## src/rtl/alu_seq.sv

```systemverilog
// alu_seq: registered WIDTH-bit ALU behind a start/busy/done handshake.
// Define ALU_SEQ_MUL_EN to build the iterative shift-add multiplier for op 101.
module alu_seq #(
    parameter int WIDTH = 16,
    localparam int SHW = $clog2(WIDTH)
) (
    input  logic             clk,
    input  logic             rst,
    input  logic             start,
    input  logic [2:0]       op,
    input  logic [WIDTH-1:0] a,
    input  logic [WIDTH-1:0] b,
    output logic [WIDTH-1:0] r,
    output logic             c_out,
    output logic             overflow,
    output logic             zero,
    output logic             illegal,
    output logic             busy,
    output logic             done,
    output logic             dbg_state
);
    typedef enum logic {IDLE = 1'b0, MUL = 1'b1} state_t;

    localparam logic [2:0] OP_AND = 3'b000;
    localparam logic [2:0] OP_OR  = 3'b001;
    localparam logic [2:0] OP_ADD = 3'b010;
    localparam logic [2:0] OP_SLL = 3'b011;
    localparam logic [2:0] OP_SRL = 3'b100;
    localparam logic [2:0] OP_MUL = 3'b101;
    localparam logic [2:0] OP_SUB = 3'b110;
    localparam logic [2:0] OP_SLT = 3'b111;

    state_t           state_q;
    logic [WIDTH-1:0] r_q;
    logic             c_q, v_q, zero_q, illegal_q, busy_q, done_q;

    logic [WIDTH:0]   sum_add, sum_sub;
    logic             ovf_add, ovf_sub;
    logic [SHW-1:0]   shamt;
    logic [WIDTH-1:0] alu_r_d;
    logic             alu_c_d, alu_v_d, alu_ill_d;

    assign shamt   = b[SHW-1:0];
    assign sum_add = {1'b0, a} + {1'b0, b};
    assign sum_sub = {1'b0, a} + {1'b0, ~b} + {{WIDTH{1'b0}}, 1'b1};
    // Sub overflow: second operand is ~b, so "same sign" means a and b differ in sign.
    assign ovf_add = (a[WIDTH-1] == b[WIDTH-1]) && (sum_add[WIDTH-1] != a[WIDTH-1]);
    assign ovf_sub = (a[WIDTH-1] != b[WIDTH-1]) && (sum_sub[WIDTH-1] != a[WIDTH-1]);

    always_comb begin
        alu_r_d   = '0;
        alu_c_d   = 1'b0;
        alu_v_d   = 1'b0;
        alu_ill_d = 1'b0;
        case (op)
            OP_AND: alu_r_d = a & b;
            OP_OR:  alu_r_d = a | b;
            OP_ADD: begin
                alu_r_d = sum_add[WIDTH-1:0];
                alu_c_d = sum_add[WIDTH];
                alu_v_d = ovf_add;
            end
            OP_SUB: begin
                alu_r_d = sum_sub[WIDTH-1:0];
                alu_c_d = sum_sub[WIDTH];
                alu_v_d = ovf_sub;
            end
            OP_SLT: alu_r_d = {{(WIDTH-1){1'b0}}, sum_sub[WIDTH-1] ^ ovf_sub};
            OP_SLL: alu_r_d = a << shamt;
            OP_SRL: alu_r_d = a >> shamt;
`ifdef ALU_SEQ_MUL_EN
            OP_MUL: alu_ill_d = 1'b0;
`else
            OP_MUL: alu_ill_d = 1'b1;
`endif
            default: alu_r_d = '0;
        endcase
    end

`ifdef ALU_SEQ_MUL_EN
    localparam logic [SHW-1:0] LAST = SHW'(WIDTH - 1);
    logic [2*WIDTH-1:0] acc_q, mcand_q, acc_d;
    logic [WIDTH-1:0]   mplier_q;
    logic [SHW-1:0]     cnt_q;

    assign acc_d = mplier_q[0] ? acc_q + mcand_q : acc_q;
`endif

    // Handshake: start is sampled only in IDLE; done pulses for exactly one cycle
    // after r and flags are written, and everything is held until the next done.
    always_ff @(posedge clk or posedge rst) begin
        if (rst) begin
            state_q   <= IDLE;
            r_q       <= '0;
            c_q       <= 1'b0;
            v_q       <= 1'b0;
            zero_q    <= 1'b1;
            illegal_q <= 1'b0;
            busy_q    <= 1'b0;
            done_q    <= 1'b0;
`ifdef ALU_SEQ_MUL_EN
            acc_q     <= '0;
            mcand_q   <= '0;
            mplier_q  <= '0;
            cnt_q     <= '0;
`endif
        end else begin
            done_q <= 1'b0;
            case (state_q)
                IDLE: begin
`ifdef ALU_SEQ_MUL_EN
                    if (start && op == OP_MUL) begin
                        mcand_q  <= {{WIDTH{1'b0}}, a};
                        mplier_q <= b;
                        acc_q    <= '0;
                        cnt_q    <= '0;
                        busy_q   <= 1'b1;
                        state_q  <= MUL;
                    end else
`endif
                    if (start) begin
                        r_q       <= alu_r_d;
                        c_q       <= alu_c_d;
                        v_q       <= alu_v_d;
                        zero_q    <= (alu_r_d == '0);
                        illegal_q <= alu_ill_d;
                        done_q    <= 1'b1;
                    end
                end
`ifdef ALU_SEQ_MUL_EN
                MUL: begin
                    acc_q    <= acc_d;
                    mcand_q  <= mcand_q << 1;
                    mplier_q <= mplier_q >> 1;
                    cnt_q    <= cnt_q + 1'b1;
                    if (cnt_q == LAST) begin
                        r_q       <= acc_d[WIDTH-1:0];
                        v_q       <= |acc_d[2*WIDTH-1:WIDTH];
                        c_q       <= 1'b0;
                        zero_q    <= (acc_d[WIDTH-1:0] == '0);
                        illegal_q <= 1'b0;
                        busy_q    <= 1'b0;
                        done_q    <= 1'b1;
                        state_q   <= IDLE;
                    end
                end
`endif
                default: state_q <= IDLE;
            endcase
        end
    end

    assign r         = r_q;
    assign c_out     = c_q;
    assign overflow  = v_q;
    assign zero      = zero_q;
    assign illegal   = illegal_q;
    assign busy      = busy_q;
    assign done      = done_q;
    assign dbg_state = (state_q == MUL);
endmodule
```

## config.mk

```make
export PLATFORM = sky130hd
export DESIGN_NAME = alu_seq
export DESIGN_NICKNAME = d
export VERILOG_FILES = /design/src/rtl/alu_seq.sv
export SDC_FILE = /design/constraint.sdc
export NUM_CORES = 1
export LEC_CHECK = 0
export ABC_AREA = 1
export BUFFER_PORTS_ARGS = -buffer_cell sky130_fd_sc_hd__buf_4
export CORE_MARGIN = 2
export CORE_UTILIZATION = 55
export CTS_CLUSTER_SIZE = 14
export DETAILED_ROUTE_END_ITERATION = 8
export PLACE_DENSITY_LB_ADDON = 0.08
export SETUP_SLACK_MARGIN = 0.02
export SKIP_CTS_REPAIR_TIMING = 1
export SYNTH_ARGS = -nofsm -noshare
export SYNTH_HDL_FRONTEND = slang
export SYNTH_SLANG_ARGS = --single-unit
export TNS_END_PERCENT = 5
```

## constraint.sdc

```tcl
create_clock -name clk -period 1 [get_ports clk]
set_clock_uncertainty 0.2 [all_clocks]
set_input_delay 0.2 -clock clk [delete_from_list [all_inputs] [get_ports clk]]
set_output_delay 0.2 -clock clk [all_outputs]
set_load 0.03 [all_outputs]
```

After elaboration in Yosys (flattened, before gate mapping)
Cells that the tools add are included.

Bits in registers: 21. Latch bits: 0. Memory bits (writable): 0. Memory bits (read-only): 0. Input bits: 38. Output and inout port bits: 23. Logic and storage cells: 35. Memories: 0.

Add/subtract/negate cells: 3. Multiply operators: 0. Div/mod/pow operators: 0. $lt $le $gt $ge: 0. Eq/ne operators: 11. Shift operators: 2. Multiplexer cells: 5. Bitwise operators: 4. Reductions and logical operators: 4.

Operators with widths (count): one-hot mux 16 bit (7 select lines) (1); adder 16 x 16 -> 17 bit (2); adder 17 x 1 -> 17 bit (second input constant) (1); bitwise AND 16 bit (1); logical NOT 16 bit (1); inverter 16 bit (1); bitwise OR 16 bit (1); left shift 16 x 4 -> 16 bit (1); right shift 16 x 4 -> 16 bit (1); == test 3 bit (second input constant) (4); == test 3 x 2 -> 1 bit (second input constant) (2); one-hot mux 1 bit (2 select lines) (2); == test 3 x 1 -> 1 bit (second input constant) (1); logical NOT 3 bit (1); inequality test 1 bit (3); logical AND 1 bit (2); 2-to-1 mux 1 bit (2); == test 1 bit (1); bitwise XOR 1 bit (1).

Depth between registers and ports, before layout
Gate-level depths: netlist (run 1).

Depth after elaboration: 8. Gate-level depth with buffers: 24.

Least setup slack after synthesis (run 1)
Ideal clock, no wire load.

Kind: input to register. Start: input port b[2]. End: register zero_q (netlist: zero). Setup time: 0.070 ns. Data arrival time: 2.821 ns. Data required time: 0.730 ns. Path slack: -2.091 ns. Stages: 23. Cells stage by stage: inv_2 -> buf_2 -> ha_1 -> buf_2 -> inv_1 -> nand2_1 -> nand2_1 -> nand2_1 -> nand3_1 -> nand2_1 -> nand3_1 -> a21oi_1 -> o21ai_0 -> fa_1 -> nand2_1 -> nand3_1 -> nor2_1 -> nand2_1 -> nor2_1 -> nand3_1 -> nor2_1 -> nand3_1 -> o21bai_2.

Word-level cells in the longest chain between the ends: 8. Elaborated cells on any way between the ends: 13. Classes of those cells: add/sub: 3; eq/ne: 1; shift: 2; mux: 1; bitwise: 4; reduce/logical: 2.

Ends and longest elaborated chain: start: declaration (RTL line 12) `input logic [WIDTH-1:0] b,`; inverter 16 bit (RTL line 45) `assign sum_sub = {1'b0, a} + {1'b0, ~b} + {{WIDTH{1'b0}}, 1'b1};`; adder 16 x 16 -> 17 bit (RTL line 45); adder 17 x 1 -> 17 bit (RTL line 45); inequality test 1 bit (RTL line 48) `assign ovf_sub = (a[WIDTH-1] != b[WIDTH-1]) && (sum_sub[WIDTH-1] != a[WIDTH-1]);`; logical AND 1 bit (RTL line 48); bitwise XOR 1 bit (RTL line 68) `OP_SLT: alu_r_d = {{(WIDTH-1){1'b0}}, sum_sub[WIDTH-1] ^ ovf_sub};`; one-hot mux 16 bit (7 select lines) (*) (RTL line 55) `case (op)`; logical NOT 16 bit (*) (RTL line 125) `zero_q <= (alu_r_d == '0);`; end signal: assignment (RTL line 125); end: declaration (RTL line 35) `logic c_q, v_q, zero_q, illegal_q, busy_q, done_q;`.

Mark *: on every way between the ends. The rest lies on a longest branch, timed or not. A chain may end at the register's enable or synchronous reset.

Worst setup path after layout (run 1)
Start: input port a[9]. End: register zero_q (netlist: zero).

Word-level cells in the longest chain between the ends: 7. Elaborated cells on any way between the ends: 12. Classes of those cells: add/sub: 3; eq/ne: 1; shift: 2; mux: 1; bitwise: 3; reduce/logical: 2.

Ends and longest elaborated chain: start: declaration (RTL line 11) `input logic [WIDTH-1:0] a,`; adder 16 x 16 -> 17 bit (RTL line 45); adder 17 x 1 -> 17 bit (RTL line 45); inequality test 1 bit (RTL line 48); logical AND 1 bit (RTL line 48); bitwise XOR 1 bit (RTL line 68); one-hot mux 16 bit (7 select lines) (*) (RTL line 55); logical NOT 16 bit (*) (RTL line 125).

Marked as above.

==> qor.yml, run 1 <==
grt_setup_unrepaired: "true"
core_um2: 8720
drive_gt1_frac: 0.334
wl_mm: 22.3
grt_pass1_wl_mm: 32.3
start_util: 0.567
p_int_mw: 3.01
p_sw_mw: 2.82
crit_path_start_kind: "primary input"
synth_cell_type_count: 40
cp_slowest_cell: "fa_1"
nets: 1229
insertion_delay_ns: 0.27
n_antenna_cell: 0
via_per_inst: 5.84
cp.required_ns: 1.01
final.setup.worst_slack_ns: -1.87
grt_max_degree: 36
failed_checks: "DRC, setup timing"
rows: 34
drt-wirelength-per-cell_um: 17.9
ys_ff_latch: 21
root_buffer: "clkbuf_8"
n_fill_cell: 575
cap_viol_max_count: 0
p_clk_frac: 0.105
die-area_um2: 9770
max_stage_delay_ns: 0.46
worstSetupPathType: "primary input to register"
overflow: 0
numCtsBuffers: 3
irDropWorstVdd_v: 0.000530
ys_warn_count: 1
status: "complete, but fails checks"
die_h_um: 98.8
powerDensity_nw_per_um2: 786
finalSetupViolCount: 40
syn_area_per_cell_um2: 5.41
min_path_type: "primary input to register"
htreeDepth: 1
whs_ns: 0.0869
dr.first_iter.drc_count: 876
route.detailed.drc: 1
cts_tree: "yes"
finalCritPeriodShare: 2.87
slew_violations: 0
ys_seq_area_frac: 0.107
post-route-cell-area_um2: 7420
crit_chain: "buf_4 > inv_1 > ha_4 > nor2_2 > nand2_2 > nor2_2 > nand2_2 > nand3_2 > a21oi_2 > o21ai_2 > fa_1 > nand2_1 > nand3_1 > nor2_1 > nand2_1 > nor2_1 > nand3_1 > nor2_1 > nand3_1 > o21bai_2"
globalplace.congestion: 1.06
clock.fmax_ghz: 0.348
grt_use_total: 0.410
clock_sinks: 21
io_pins: 61
p_comb_frac: 0.716
path_clk_slew_ns: 0.09
die_width_um: 98.8
seqPwrFrac: 0.179
finalCoreUtilization: 0.851
num_vias: 7265
grt_antenna_before_repair: 0
syn_area_um2: 4950
postRouteAntennaNets: 0
tightest_slew_ns: 0.678
cp.arrival_ns: 2.89
dpl.hpwl_mm: 16.6
relSlewSlack: 0.546
cellLeakagePower_nw: 4.17
grt_pass1_vias: 6662
port_buffers: 58
min_period_ns: 2.87
crit_path_end_kind: "register"
switching_share: 0.484
clock_tree.buffer_depth: 2
syn2layout_area_growth_pct: 50.0
dpl-instance-area_um2: 6860
final-hold-violation-count: 0
first_pass_iters: 8
critical_path_peak_fanout: 2
syn_inst: 914
[area by class of cell]
class	instances	area [um2]	share of cell area
clock inverter	1	5.00	0.000675
multi-input combinational	730	4070	0.548
inverter	126	513	0.0692
tap	108	135	0.0182
sequential	21	527	0.0710
clock buffer	3	41.3	0.00557
timing repair buffer	256	2130	0.287
[cells by family after synthesis]
group           synth area share
compound gates            0.0744
buf+inv                    0.142
flops                      0.107
fa+ha+maj                  0.139
other cells             0.000758
xor+xnor                 0.00177
simple gates               0.536
[critical path: cells and delay by family]
| family | cells | cell delay, ns |
|---|---|---|
| AOI/OAI and AO/OA | 3 | 0.39 |
| buffers and inverters | 2 | 0.20 |
| and+or+nand+nor | 13 | 1.39 |
| adders and majority gates | 2 | 0.68 |
[cell usage in the layout, fill, tap and decap left out, types with 20 or more instances in the layout]
cell type  Yosys  final
dfrtp_1       20     20
nand2_1      312    298
a21oi_1       27     22
buf_6          3     25
nand3_1      167    157
nor2_1        93     83
ha_1          50     31
inv_2          9     26
buf_4          5    220
inv_1        116     88
[registers in the layout, summed over array words and instances (netlist names)]
name / cells
c_out: 1
overflow: 1
zero: 1
r: 16
illegal: 1
done: 1
[metrics by stage]
| stage | setup TNS (ns) | total power, mW | std cells | setup WS [ns] |
|---|---|---|---|---|
| 3_5_place_dp | -30.78 | 4.64 | 1236 | -2.19 |
| 5_1_grt | -31.69 | 6.13 | 1245 | -2.04 |
| 3_3_place_gp | -29.62 | 4.54 | 1236 | -2.04 |
| 4_1_cts | -30.23 | 5.23 | 1240 | -1.93 |
| 2_1_floorplan | -18.40 | 2.96 | 915 | -1.83 |
| 6_report | -29.57 | 5.83 | 1245 | -1.87 |
[power groups by stage]
stage | clock [mW] | sequential [mW] | combinational, mW
after detailed placement | 0 | 1.03 | 3.62
after global placement | 0 | 1.02 | 3.52
after global routing | 0.621 | 1.05 | 4.45
after floorplan | 0 | 1.23 | 1.72
after CTS | 0.575 | 1.01 | 3.64
final | 0.611 | 1.05 | 4.17
[synth_stat cells (all sizes together)]
library cell,count,area (um2)
o211ai,1,7.51
a22oi,1,7.51
dfrtp,20,500
a211oi,1,7.51
nand3,172,886
nor2,98,385
o21bai,4,33.8
conb,1,3.75
nand2,322,1280
nand4,9,56.3
buf,34,214
clkbuf,4,15.0
and2,1,6.26
xor2,1,8.76
nor3,3,15.0
ha,50,626
a21oi,28,144
inv,126,475
a31oi,1,6.26
o21ai,22,110
dfstp,1,26.3
fa,3,60.1
or2,1,6.26
o21a,1,7.51
nand3b,2,15.0
o22ai,7,43.8
[layer usage]
layer | global-route usage | part of all wire | up-vias | wire length, um
met3 | 0.0617 | 0.099 | 134 | 2210
met5 | 0 | 0 | - | 0
met1 | 0.520 | 0.37 | 3228 | 8270
li1 | - | - | 3338 | -
met4 | 0.191 | 0.067 | 0 | 1500
met2 | 0.683 | 0.46 | 565 | 10300
[path summary, 6_finish.rpt]
kind | start | endpoint | slack, ns | cells past startpoint
hold reg to reg | r[12] | r[12] | 0.31 | 2
max in group asynchronous | rst | zero | 0.04 | 4
min in group asynchronous | rst | illegal | 0.34 | 4
hold / removal | start | done | 0.09 | 2
setup / recovery | a[9] | zero | -1.87 | 20
setup reg to reg | r[3] | r[3] | -0.11 | 2
Note: power is estimated with default switching activity, not from simulation.
==> inputs of run 2 (changes only) <==
--- a/config.mk
+++ b/config.mk
@@ -11,7 +11,7 @@
 export CORE_UTILIZATION = 55
 export CTS_CLUSTER_SIZE = 14
 export DETAILED_ROUTE_END_ITERATION = 8
-export PLACE_DENSITY_LB_ADDON = 0.08
+export PLACE_DENSITY_LB_ADDON = 0.3
 export SETUP_SLACK_MARGIN = 0.02
 export SKIP_CTS_REPAIR_TIMING = 1
 export SYNTH_ARGS = -nofsm -noshare
==> run 2 against run 1 <==
Against the previous run: the run still ends with DRC, setup timing left; highest routed layer unchanged; cell count shrank 0.96%; largest cell class unchanged; sequential power is essentially flat; worst setup slack gained 0.032 ns; via count grew 3.0%; clock-buffer cell count is the same; total power grew 1.3%; maximum frequency grew 1.1%; global-route usage shrank 0.87 points; final area shrank 0.32%.
==> qor.yml, run 2 (synthesis gave the netlist of run 1 again) <==
status: "complete, but fails checks"
failed_checks: "DRC, setup timing"
cp_slowest_cell: "fa_2"
slew_violations: 0  # unchanged
final_cell_mix: "292 x nand2_1, 209 x buf_4, 150 x nand3_1, 85 x inv_1, 78 x nor2_1"
r2r-start: "zero"
insertion_delay_ns: 0.26  # about the same
htreeDepth: 1  # unchanged
cellLeakagePower_nw: 4.13  # -0.84%
n_fill_cell: 539  # -6.3%
grt_pass1_wl_mm: 31.5  # -2.6%
drt-wirelength-per-cell_um: 19.3  # +7.9%
irDropWorstVdd_v: 0.000641  # +21%
clock.fmax_ghz: 0.352  # +1.1%
io_pins: 61  # unchanged
crit_path_start_kind: "primary input"
path_clk_slew_ns: 0.09  # about the same
die_h_um: 98.8  # unchanged
overflow: 0  # unchanged
syn2layout_area_growth_pct: 49.5
place_inst: 1221  # -1.2%
ff2ff_setup_slack_ns: -0.16  # -0.05 ns
grt_use_total: 0.401  # -0.00871
critical_path_peak_fanout: 2  # unchanged
start_util: 0.567  # unchanged
crit_chain: "buf_4 > inv_4 > ha_4 > inv_2 > nand2_2 > inv_2 > nand2_2 > nor2_2 > nand2_2 > nand3_2 > a21oi_2 > o21ai_2 > fa_2 > nor2_2 > nor2_2 > nand3_1 > nor2_1 > nand3_1 > nor2_1 > nand3_1 > nor2_2 > nand3_1 > o21bai_2"
layout_commonest_cell: "nand2_1"
cp-startpoint: "a[11]"
final.setup.worst_slack_ns: -1.84  # +0.0321 ns
wl_mm: 23.8  # +6.9%
port_buffers: 58  # unchanged
dpl.hpwl_mm: 16.8  # +1.2%
dpl-instance-area_um2: 6710  # -2.2%
globalplace.congestion: 1.01  # -4.9%
multi_input_area_um2: 4150  # +2.1%
cts_tree: "yes"
max_stage_delay_ns: 0.24  # -0.22 ns
root_buffer: "clkbuf_8"
finalSetupTns_ns: -28.72  # +0.850 ns
powerDensity_nw_per_um2: 799  # +1.6%
drive_gt1_frac: 0.348  # +0.0133
total_power_mw: 5.91  # +1.3%
worstSetupPathType: "primary input to register"
finalCoreUtilization: 0.848  # -0.00273
crit_path_end_kind: "register"
r2r_end: "zero"
dr.first_iter.drc_count: 972  # +11%
nets: 1217  # -0.98%
cp-endpoint: "zero"
clock_sinks: 21  # unchanged
place_ws_ns: -2.24  # -0.0496 ns
grt_setup_unrepaired: "true"
die-area_um2: 9770  # unchanged
core_um2: 8720  # unchanged
grt_max_degree: 37  # +2.8%
regArea_um2: 527  # unchanged
whs_ns: 0.108  # +0.0207 ns
cap_viol_max_count: 0  # unchanged
postRouteAntennaNets: 0  # unchanged
min_period_ns: 2.84  # -0.0321 ns
grt_pass1_vias: 6436  # -3.4%
largest_reg_flops: 16  # unchanged
finalCritPeriodShare: 2.84  # -0.0321
clock_tree.buffer_depth: 2  # unchanged
route.detailed.drc: 36  # +35
final-hold-violation-count: 0  # unchanged
cp.required_ns: 1.02  # about the same
stdcell_count: 1233  # -0.96%
reg2reg_depth: 3  # +1
min_path_type: "primary input to async pin"
rows: 34  # unchanged
post-route-cell-area_um2: 7390  # -0.32%
n_antenna_cell: 0  # unchanged
num_vias: 7485  # +3.0%
cp.arrival_ns: 2.86  # -0.03 ns
numCtsBuffers: 3  # unchanged
die_width_um: 98.8  # unchanged
grt_antenna_before_repair: 0  # unchanged
via_per_inst: 6.07  # +4.0%
first_pass_iters: 9  # +1
finalSetupViolCount: 40  # unchanged
[run 2: cell count changes in the layout (fill, tap and decap cells not counted), sizes merged]
cell	change
buf	-12
[run 2: layout make-up]
cell class | instances | area share
Multi-Input combinational cell | 730 | 0.562
Timing Repair Buffer | 244 | 0.273
Sequential cell | 21 | 0.0712
Inverter | 126 | 0.0694
Tap cell | 108 | 0.0183
Clock buffer | 3 | 0.00558
Clock inverter | 1 | 0.000677
[run 2: critical path, delay by kind of cell]
family          cells  cell delay (ns)
compound gates      3             0.37
simple gates       14             1.54
fa+ha+maj           2             0.43
buf+inv             4             0.30
[run 2: worst min path at each step]
stage / startpoint / end / slack, ns / cells past startpoint
after global routing: start / done / 0.10 / 2
after global placement: rst / r[5] / -0.13 / 2
after detailed placement: rst / r[5] / -0.13 / 2
after CTS: rst / r[5] / -0.41 / 2
after floorplan: rst / c_out / -0.02 / 1
final: rst / r[5] / 0.11 / 3
[run 2: report_power, final]
| part | internal (mW) | switching, mW | leakage [nW] | total, mW |
|---|---|---|---|---|
| logic | 1.76 | 2.50 | 3.84 | 4.26 |
| clock network | 0.279 | 0.324 | 0.0255 | 0.603 |
| registers | 0.954 | 0.0905 | 0.266 | 1.04 |
[run 2: layer usage]
layer | track usage | wire length [um]
met3 | 0.0461 | 2980
met4 | 0.157 | 2090
met2 | 0.697 | 10300
met1 | 0.506 | 8460
met5 | 0 | 0
==> inputs of run 3 (changes only) <==
--- a/config.mk
+++ b/config.mk
@@ -11,9 +11,11 @@
 export CORE_UTILIZATION = 55
 export CTS_CLUSTER_SIZE = 14
 export DETAILED_ROUTE_END_ITERATION = 8
+export MAX_ROUTING_LAYER = met4
 export PLACE_DENSITY_LB_ADDON = 0.3
 export SETUP_SLACK_MARGIN = 0.02
 export SKIP_CTS_REPAIR_TIMING = 1
+export SKIP_LAST_GASP = 1
 export SYNTH_ARGS = -nofsm -noshare
 export SYNTH_HDL_FRONTEND = slang
 export SYNTH_SLANG_ARGS = --single-unit
==> run 3 against run 2 <==
Against the previous run: the flow finishes with violations (setup timing); cell count rose by 0.16%; clock power fell by 7.6%; sequential cell count is the same; core utilization fell by 3.6 points; routed wire length shrank 12%; via count decreased by 5.4%; non-clock buffer count is 2 higher; highest routed layer unchanged.
==> qor.yml, run 3 (synthesis gave the netlist of run 1 again) <==
cap_viol_max_count: 0  # unchanged
critical_path_peak_fanout: 3  # +1
drive_gt1_frac: 0.304  # -0.0432
route.detailed.drc: 0  # -100%
irDropWorstVdd_v: 0.000486  # -24%
nets: 1219  # +0.16%
grt_pass1_wl_mm: 31.5  # +0.13%
globalplace.congestion: 1.03  # +2.4%
num_vias: 7079  # -5.4%
htreeDepth: 1  # unchanged
dr.first_iter.drc_count: 669  # -31%
clock_sinks: 21  # unchanged
failed_checks: "setup timing"
start_util: 0.567  # unchanged
drt-wirelength-per-cell_um: 17.0  # -12%
finalSetupViolCount: 40  # unchanged
postRouteAntennaNets: 0  # unchanged
syn2layout_area_growth_pct: 43.2
cts_tree: "yes"
via_per_inst: 5.73  # -5.6%
grt_use_total: 0.416  # +0.0147
largest_reg_flops: 16  # unchanged
min_from: "start"
cp.required_ns: 1.00  # -0.02 ns
reg2reg_depth: 3  # unchanged
whs_ns: 0.111  # +0.00297 ns
clock.fmax_ghz: 0.361  # +2.4%
n_antenna_cell: 0  # unchanged
finalCritPeriodShare: 2.77  # -0.0678
grt_antenna_before_repair: 0  # unchanged
port_buffers: 58  # unchanged
min_path_type: "primary input to register"
grt_pass1_vias: 6480  # +0.68%
r2r_end: "zero"
die-area_um2: 9770  # unchanged
status: "complete, but fails checks"
place_ws_ns: -2.16  # +0.0821 ns
min_to: "done"
hold_depth: 2
first_pass_iters: 6  # -3
r2r-start: "zero"
core_um2: 8720  # unchanged
layout_commonest_cell: "nand2_1"
clock_tree.buffer_depth: 2  # unchanged
min_period_ns: 2.77  # -0.0678 ns
cellLeakagePower_nw: 4.05  # -2.1%
numCtsBuffers: 3  # unchanged
die_width_um: 98.8  # unchanged
cp.arrival_ns: 2.77  # -0.09 ns
ff2ff_setup_slack_ns: -0.06  # +0.10 ns
insertion_delay_ns: 0.26  # about the same
io_pins: 61  # unchanged
slew_violations: 0  # unchanged
crit_path_start_kind: "primary input"
path_clk_slew_ns: 0.08  # about the same
dpl.hpwl_mm: 16.9  # +0.48%
worstSetupPathType: "primary input to register"
final_cell_mix: "306 x nand2_1, 239 x buf_4, 164 x nand3_1, 96 x inv_1, 87 x nor2_1"
root_buffer: "clkbuf_8"
final.setup.worst_slack_ns: -1.77  # +0.0678 ns
wl_mm: 21.0  # -12%
grt_setup_unrepaired: "true"
rows: 34  # unchanged
die_h_um: 98.8  # unchanged
powerDensity_nw_per_um2: 773  # -3.2%
overflow: 0  # unchanged
crit_path_end_kind: "register"
grt_max_degree: 36  # -2.7%
final-hold-violation-count: 0  # unchanged
## run 3: how the worst max path moves through the flow
stage,endpoint,slack (ns),from,cells after the start
final,zero,-1.77,a[4],20
after global routing,zero,-1.91,b[4],20
after CTS,zero,-1.90,a[8],20
after detailed placement,zero,-2.16,a[4],20
after global placement,zero,-2.02,b[2],20
after floorplan,zero,-1.83,b[2],23
## run 3: through the flow
step                      cells  instance area, um2  setup TNS (ns)   util  total power, mW
final                      1235                7080          -30.28  0.812             5.48
after global routing       1235                7080          -32.77  0.812             5.81
after global placement     1226                6720          -29.15  0.771             4.46
after CTS                  1230                6770          -30.06  0.776             5.10
after floorplan             915                5020          -18.40      -             2.96
after detailed placement   1226                6720          -30.60  0.771             4.55
## run 3: routing by layer
| metal | vias to the layer above | global-route usage | wire length [um] |
|---|---|---|---|
| met1 | 3174 | 0.512 | 8200 |
| met5 | - | - | 0 |
| met2 | 469 | 0.672 | 9600 |
| li1 | 3321 | - | - |
| met3 | 115 | 0.0638 | 2010 |
| met4 | 0 | 0.188 | 1200 |
## run 3: report_power, final
group          internal [mW]  total (mW)  switching [mW]
registers              0.954        1.02          0.0650
logic                   1.61        3.90            2.29
clock network          0.278       0.557           0.279
total                   2.84        5.48            2.63
## run 3: critical path, stage by stage
cell and delay [ns]:
buf_4 0.10, inv_2 0.04, ha_4 0.28, inv_2 0.04
a21oi_2 0.18, nand3_2 0.12, nand2_2 0.10, nand3_2 0.08
a21oi_2 0.17, o21ai_2 0.09, fa_1 0.48, nand2_1 0.10
nand3_1 0.06, nor2_1 0.09, nand2_1 0.05, nor2_1 0.10
nand3_1 0.10, nor2_1 0.12, nand3_1 0.10, o21bai_2 0.15
## run 3: cell type report
cell class | count | area, um2
multi-input cells | 730 | 4000
repair buffers | 246 | 1890
fillers | 651 | 1640
flip-flops and latches | 21 | 527
inverters | 126 | 490
well taps | 108 | 135
clock buffers | 3 | 41.3
clock inverters | 1 | 5.00
